[src/rtl/alu_arbiter_if.sv]
// alu_arbiter_if: requester and ALU signals of the shared-ALU arbiter.
// The arbiter uses the slave view; requesters plus the external ALU use the master view.
interface alu_arbiter_if #(
   parameter int unsigned W = 32
);
   // Requester side
   logic         req0;
   logic         req1;
   logic [3:0]   f0;
   logic [3:0]   f1;
   logic [W-1:0] a0;
   logic [W-1:0] a1;
   logic [W-1:0] b0;
   logic [W-1:0] b1;
   logic         gnt0;
   logic         gnt1;
   logic         done0;
   logic         done1;
   logic [W-1:0] res;
   logic         z;
   logic         c;
   logic         o;
   logic         err;

   // ALU side
   logic [W-1:0] alu_a;
   logic [W-1:0] alu_b;
   logic [3:0]   alu_f;
   logic [W-1:0] alu_s;
   logic         alu_z;
   logic         alu_c;
   logic         alu_o;

   modport slave (
      input  req0, req1, f0, f1, a0, a1, b0, b1,
      output gnt0, gnt1, done0, done1, res, z, c, o, err,
      output alu_a, alu_b, alu_f,
      input  alu_s, alu_z, alu_c, alu_o
   );

   modport master (
      output req0, req1, f0, f1, a0, a1, b0, b1,
      input  gnt0, gnt1, done0, done1, res, z, c, o, err,
      input  alu_a, alu_b, alu_f,
      output alu_s, alu_z, alu_c, alu_o
   );
endinterface

[src/rtl/alu_arbiter.sv]
// alu_arbiter: two-port round-robin arbiter and sequencer for the shared ALU.
// One request is served at a time (IDLE -> EXEC -> RESP); operands are latched
// at grant, the ALU is driven during EXEC and its result is registered for RESP.
module alu_arbiter #(
   parameter int unsigned W = 32
) (
   input logic          clk,
   input logic          rst_n,
   alu_arbiter_if.slave bus
);

   typedef enum logic [1:0] {
      StIdle = 2'd0,
      StExec = 2'd1,
      StResp = 2'd2
   } state_e;

   state_e       state_q, state_d;

   // Round-robin pointer: the port granted most recently.
   logic         last_q;
   // Port currently being served.
   logic         port_q;

   logic [3:0]   f_q;
   logic [W-1:0] a_q;
   logic [W-1:0] b_q;

   logic         gnt0_q, gnt1_q;
   logic         done0_q, done1_q;
   logic [W-1:0] res_q;
   logic         z_q, c_q, o_q, err_q;

   logic         grant;
   logic         sel;
   logic         in_exec;
   logic         f_ok;

   // Codes the ALU implements; anything else runs as the separator code 0.
   function automatic logic code_valid(input logic [3:0] f);
      case (f)
         4'd4, 4'd5, 4'd6, 4'd7, 4'd9, 4'd10, 4'd11: return 1'b1;
         default:                                    return 1'b0;
      endcase
   endfunction

   assign in_exec = (state_q == StExec);
   assign f_ok    = code_valid(f_q);

   // Next-state and arbitration decision; requests only matter in IDLE.
   always_comb begin
      state_d = state_q;
      grant   = 1'b0;
      sel     = 1'b0;
      case (state_q)
         StIdle: begin
            if (bus.req0 || bus.req1) begin
               grant   = 1'b1;
               // On conflict the port that did not win last time goes next.
               sel     = (bus.req0 && bus.req1) ? ~last_q : bus.req1;
               state_d = StExec;
            end
         end
         StExec:  state_d = StResp;
         StResp:  state_d = StIdle;
         default: state_d = StIdle;
      endcase
   end

   // State register.
   always_ff @(posedge clk) begin
      if (!rst_n) begin
         state_q <= StIdle;
      end else begin
         state_q <= state_d;
      end
   end

   // Latch the winning request and advance the round-robin pointer.
   always_ff @(posedge clk) begin
      if (!rst_n) begin
         last_q <= 1'b1;
         port_q <= 1'b0;
         f_q    <= 4'd0;
         a_q    <= '0;
         b_q    <= '0;
      end else if (grant) begin
         last_q <= sel;
         port_q <= sel;
         f_q    <= sel ? bus.f1 : bus.f0;
         a_q    <= sel ? bus.a1 : bus.a0;
         b_q    <= sel ? bus.b1 : bus.b0;
      end
   end

   // One-cycle grant and completion pulses to the served port.
   always_ff @(posedge clk) begin
      if (!rst_n) begin
         gnt0_q  <= 1'b0;
         gnt1_q  <= 1'b0;
         done0_q <= 1'b0;
         done1_q <= 1'b0;
      end else begin
         gnt0_q  <= grant & ~sel;
         gnt1_q  <= grant & sel;
         done0_q <= in_exec & ~port_q;
         done1_q <= in_exec & port_q;
      end
   end

   // Capture result and flags at the end of EXEC; hold them until the next completion.
   always_ff @(posedge clk) begin
      if (!rst_n) begin
         res_q <= '0;
         z_q   <= 1'b0;
         c_q   <= 1'b0;
         o_q   <= 1'b0;
         err_q <= 1'b0;
      end else if (in_exec) begin
         if (f_ok) begin
            res_q <= bus.alu_s;
            z_q   <= bus.alu_z;
            c_q   <= bus.alu_c;
            o_q   <= bus.alu_o;
            err_q <= 1'b0;
         end else begin
            res_q <= '0;
            z_q   <= 1'b0;
            c_q   <= 1'b0;
            o_q   <= 1'b0;
            err_q <= 1'b1;
         end
      end
   end

   assign bus.gnt0  = gnt0_q;
   assign bus.gnt1  = gnt1_q;
   assign bus.done0 = done0_q;
   assign bus.done1 = done1_q;
   assign bus.res   = res_q;
   assign bus.z     = z_q;
   assign bus.c     = c_q;
   assign bus.o     = o_q;
   assign bus.err   = err_q;

   // Operands keep their last latched values; the code is only presented during EXEC.
   assign bus.alu_a = a_q;
   assign bus.alu_b = b_q;
   assign bus.alu_f = (in_exec && f_ok) ? f_q : 4'd0;

endmodule

[src/flat_wrapper.sv]
// flat-port wrapper written by rule: the top's interface ports become plain ports
module alu_arbiter_flat 
#(
   parameter int unsigned W = 32
)
  (clk, rst_n, bus_req0, bus_req1, bus_f0, bus_f1, bus_a0, bus_a1, bus_b0, bus_b1, bus_gnt0, bus_gnt1, bus_done0, bus_done1, bus_res, bus_z, bus_c, bus_o, bus_err, bus_alu_a, bus_alu_b, bus_alu_f, bus_alu_s, bus_alu_z, bus_alu_c, bus_alu_o);
  alu_arbiter_if #(.W(W)) bus_i ();
  input logic clk;
  input logic rst_n;
  input wire logic [$bits(bus_i.req0)-1:0] bus_req0;
  input wire logic [$bits(bus_i.req1)-1:0] bus_req1;
  input wire logic [$bits(bus_i.f0)-1:0] bus_f0;
  input wire logic [$bits(bus_i.f1)-1:0] bus_f1;
  input wire logic [$bits(bus_i.a0)-1:0] bus_a0;
  input wire logic [$bits(bus_i.a1)-1:0] bus_a1;
  input wire logic [$bits(bus_i.b0)-1:0] bus_b0;
  input wire logic [$bits(bus_i.b1)-1:0] bus_b1;
  output wire logic [$bits(bus_i.gnt0)-1:0] bus_gnt0;
  output wire logic [$bits(bus_i.gnt1)-1:0] bus_gnt1;
  output wire logic [$bits(bus_i.done0)-1:0] bus_done0;
  output wire logic [$bits(bus_i.done1)-1:0] bus_done1;
  output wire logic [$bits(bus_i.res)-1:0] bus_res;
  output wire logic [$bits(bus_i.z)-1:0] bus_z;
  output wire logic [$bits(bus_i.c)-1:0] bus_c;
  output wire logic [$bits(bus_i.o)-1:0] bus_o;
  output wire logic [$bits(bus_i.err)-1:0] bus_err;
  output wire logic [$bits(bus_i.alu_a)-1:0] bus_alu_a;
  output wire logic [$bits(bus_i.alu_b)-1:0] bus_alu_b;
  output wire logic [$bits(bus_i.alu_f)-1:0] bus_alu_f;
  input wire logic [$bits(bus_i.alu_s)-1:0] bus_alu_s;
  input wire logic [$bits(bus_i.alu_z)-1:0] bus_alu_z;
  input wire logic [$bits(bus_i.alu_c)-1:0] bus_alu_c;
  input wire logic [$bits(bus_i.alu_o)-1:0] bus_alu_o;
  assign bus_i.req0 = bus_req0;
  assign bus_i.req1 = bus_req1;
  assign bus_i.f0 = bus_f0;
  assign bus_i.f1 = bus_f1;
  assign bus_i.a0 = bus_a0;
  assign bus_i.a1 = bus_a1;
  assign bus_i.b0 = bus_b0;
  assign bus_i.b1 = bus_b1;
  assign bus_gnt0 = bus_i.gnt0;
  assign bus_gnt1 = bus_i.gnt1;
  assign bus_done0 = bus_i.done0;
  assign bus_done1 = bus_i.done1;
  assign bus_res = bus_i.res;
  assign bus_z = bus_i.z;
  assign bus_c = bus_i.c;
  assign bus_o = bus_i.o;
  assign bus_err = bus_i.err;
  assign bus_alu_a = bus_i.alu_a;
  assign bus_alu_b = bus_i.alu_b;
  assign bus_alu_f = bus_i.alu_f;
  assign bus_i.alu_s = bus_alu_s;
  assign bus_i.alu_z = bus_alu_z;
  assign bus_i.alu_c = bus_alu_c;
  assign bus_i.alu_o = bus_alu_o;
  alu_arbiter #(.W(W)) u_core (.clk(clk), .rst_n(rst_n), .bus(bus_i));
endmodule
[config.mk]
export PLATFORM = sky130hd
export DESIGN_NAME = alu_arbiter_flat
export DESIGN_NICKNAME = d
export VERILOG_FILES = /design/src/rtl/alu_arbiter_if.sv /design/src/rtl/alu_arbiter.sv /design/src/flat_wrapper.sv
export SDC_FILE = /design/constraint.sdc
export NUM_CORES = 1
export LEC_CHECK = 0
export ABC_AREA = 1
export CAP_MARGIN = 20
export CELL_PAD_IN_SITES_DETAIL_PLACEMENT = 0
export CELL_PAD_IN_SITES_GLOBAL_PLACEMENT = 2
export CORE_AREA = 2 2 140 197
export CTS_CLUSTER_DIAMETER = 120
export DETAILED_ROUTE_END_ITERATION = 10
export DIE_AREA = 0 0 142 199
export PLACE_DENSITY = 0.88
export SLEW_MARGIN = 20
export SYNTH_ARGS = -nofsm -noshare
export SYNTH_HDL_FRONTEND = slang
export SYNTH_SLANG_ARGS = --single-unit
export TNS_END_PERCENT = 5
[constraint.sdc]
create_clock -name clk -period 1.97 [get_ports clk]
set_input_delay 0.591 -clock clk [delete_from_list [all_inputs] [get_ports clk]]
set_output_delay 0.591 -clock clk [all_outputs]
set_load 0.005 [all_outputs]
==> metrics, run 1 <==
result of the run=completed; cell depth of the worst min-delay path=1; RSZ-0062 raised after global routing=false; critical path capture point type=output port; largest area contributor in the netlist=dfxtp_1; height of the die=199 um; Initial DRT Pass Iterations=4; post-route ant nets=0; count of routing violations after the opening detailed-route iteration=179; share of synthesized area occupied by flip-flops and latches=0.452; required time of the worst setup path=1.38 ns; GRT Overall Usage=0.136; area of the core region=0.0266 mm2; number of nets in the layout=1205; part of the cycle the worst path needs=0.951; Root Driver=clkbuf_16; count of final hold-check violations=0; flip-flop cell with the highest count after synthesis=dfxtp_1; P&R area growth vs syn=75.8%; mean instance size in the synthesized netlist=6.62 um2; width of the chip=142 um; Cells after Synth=749; cells on worst reg2reg path=8; number of distinct library cells after synthesis=23; count of endpoints failing setup in the final report=0; Final min period=1.87 ns; number of top-level design ports=283; Post-Route Utilization=0.328; vias after detailed routing=5443; min-delay worst type=reg2reg; Seq cells post-synth=112; full die area=0.0283 mm2; post-synthesis net count=924; number of antenna repair diodes=0; clock tree sinks=112; share of layout cells above drive strength 1=0.0744; Finished Cell Area=0.00872 mm2; detailed-route wire length=19200 um; Slew headroom=0.710; share of async-settable or async-resettable flops after synthesis=0; Final Skew=0.00991 ns; initial core utilization=0.187; clock-pin slew on the worst setup and hold paths=0.09 ns; most frequent cell after synthesis=nand2_1; total grt overflow=0; maximum number of buffers from clock root to sink=2; wire length of the first global-routing pass=29400 um; power per cell area=743 mW/mm2; routed wire length per instance=14.1 um; total of max-cap violations=0; post-synthesis instance area=0.00496 mm2; transition time at the pin with the least slew margin=0.434 ns; via density per instance=3.99; maximum number of pins on one net before global-route repair=51; number of H-tree branching levels=3; top achievable clock speed=534 MHz; Worst-Skew Late Latency=0.36 ns; number of antenna violations at the first check in global routing=0; static leakage power=3.81 nW; DP HPWL=14100 um; classification of the worst setup path=reg2out; pins over their slew limit=0; worst-path fanout max=3; most frequent cells after synthesis=292 x nand2_1, 121 x nor2_1, 112 x dfxtp_1, 69 x nand3_1, 50 x inv_1; Worst Setup Start Kind=flop; fraction of synthesized cell area taken by the top area cell type=0.452; final weighted congestion in routability-driven placement=0.750; via count of the first global-routing pass=5363; post-route DRC violation count=0; top cells by area, synth=dfxtp_1 45%, nand2_1 22%, nor2_1 9.2%; number of fill cells in the layout=2844; count of warnings emitted by yosys=0; Post-synth EDFFs=0; maximum ir drop on the vdd rail=0.398 mV; clock tree from TritonCTS=done; dpl cell area=0.00837 mm2; Data arrival, critical path=1.28 ns; number of port buffers=282; power consumption=6.48 mW; Core Rows=71; CTS Buf Count=9
per-stage QoR:
step           std cells  hold slack (ns)  setup slack (ns)  setup TNS [ns]
2_1_floorplan        749            0.401             0.347               0
3_3_place_gp        1347            0.414           -0.0960           -2.19
3_5_place_dp        1347            0.414            -0.115           -4.44
4_1_cts             1363            0.429           0.00451               0
5_1_grt             1363            0.432           0.00540               0
6_report            1363            0.425            0.0963               0
power by group:
part / leakage, nW / switching [mW] / internal (mW)
logic: 2.72 / 0.760 / 0.959
registers: 0.919 / 0.0964 / 2.45
clock network: 0.171 / 0.949 / 1.26
final cells by class:
cell class,count,area (um2),area share
Clock buffer,9,225,0.0258
Clock inverter,7,125,0.0144
Inverter,52,198,0.0227
Multi-Input combinational cell,539,2260,0.260
Sequential cell,112,2240,0.257
Tap cell,328,410,0.0471
Timing Repair Buffer,316,3250,0.373
cells in the final DEF, fill, tap and decap left out, drive strengths merged:
cell	instances
nand2	294
clkdlybuf4s50	278
nor2	133
dfxtp	112
nand3	70
inv	55
a21oi	37
buf	37
clkbuf	10
bufinv	3
o21ai	3
o22ai	1
nor3	1
clkinv	1
worst max-delay path: stages, from the launching register on:
cell and delay, ns:
dfxtp_1 0.38, inv_1 0.09, nor2_4 0.11, nand2_2 0.09
nor2_2 0.13, buf_6 0.12
worst paths after layout:
| kind | startpoint | end | slack, ns |
|---|---|---|---|
| hold / removal | u_core.port_q$_SDFFE_PN0N_ | u_core.bus.done0$_SDFF_PN0_ | 0.42 |
| hold reg to reg | u_core.port_q$_SDFFE_PN0N_ | u_core.bus.done0$_SDFF_PN0_ | 0.42 |
| setup reg to reg | u_core.state_q[1]$_SDFFE_PN0P_ | u_core.bus.alu_a[3]$_SDFFE_PN0N_ | 0.52 |
| setup / recovery | u_core.state_q[0]$_SDFFE_PN0P_ | bus_alu_f[0] | 0.1 |
layer usage:
metal  global-route usage  share of wire
met4               0.0567          0.026
met1                0.153           0.42
met3               0.0354          0.058
met2                0.240           0.50
met5                    0              0
what timing repair did:
action                     in CTS  in global routing
setup endpoints to repair       4                  4
cloned                          0                  0
gates resized for setup        14                  8
hold buffers                    0                  0
setup buffers                   0                  0
pin swaps                       0                  2
logic make-up after synthesis:
logic type,Yosys count,synth area share
and+or+nand+nor,498,0.410
DFF,112,0.452
AOI/OAI and AO/OA,41,0.0439
buffers and inverters,98,0.0941
flip-flops by register name, indices dropped and copies added (netlist names), 2 cells and up:
signal and cells:
u_core.bus.alu_a 32, u_core.bus.alu_b 32, u_core.bus.res 32, u_core.f_q 4, u_core.state_q 2
Power figures use the tool's default switching activity.
==> run 2, diff against run 1 <==
--- a/config.mk
+++ b/config.mk
@@ -11,6 +11,7 @@
 export CELL_PAD_IN_SITES_GLOBAL_PLACEMENT = 2
 export CORE_AREA = 2 2 140 197
 export CTS_CLUSTER_DIAMETER = 120
+export CTS_CLUSTER_SIZE = 16
 export DETAILED_ROUTE_END_ITERATION = 10
 export DIE_AREA = 0 0 142 199
 export PLACE_DENSITY = 0.88
==> results of run 2 <==
Same layout as run 1: the final DEF is identical, and so are final timing and power.
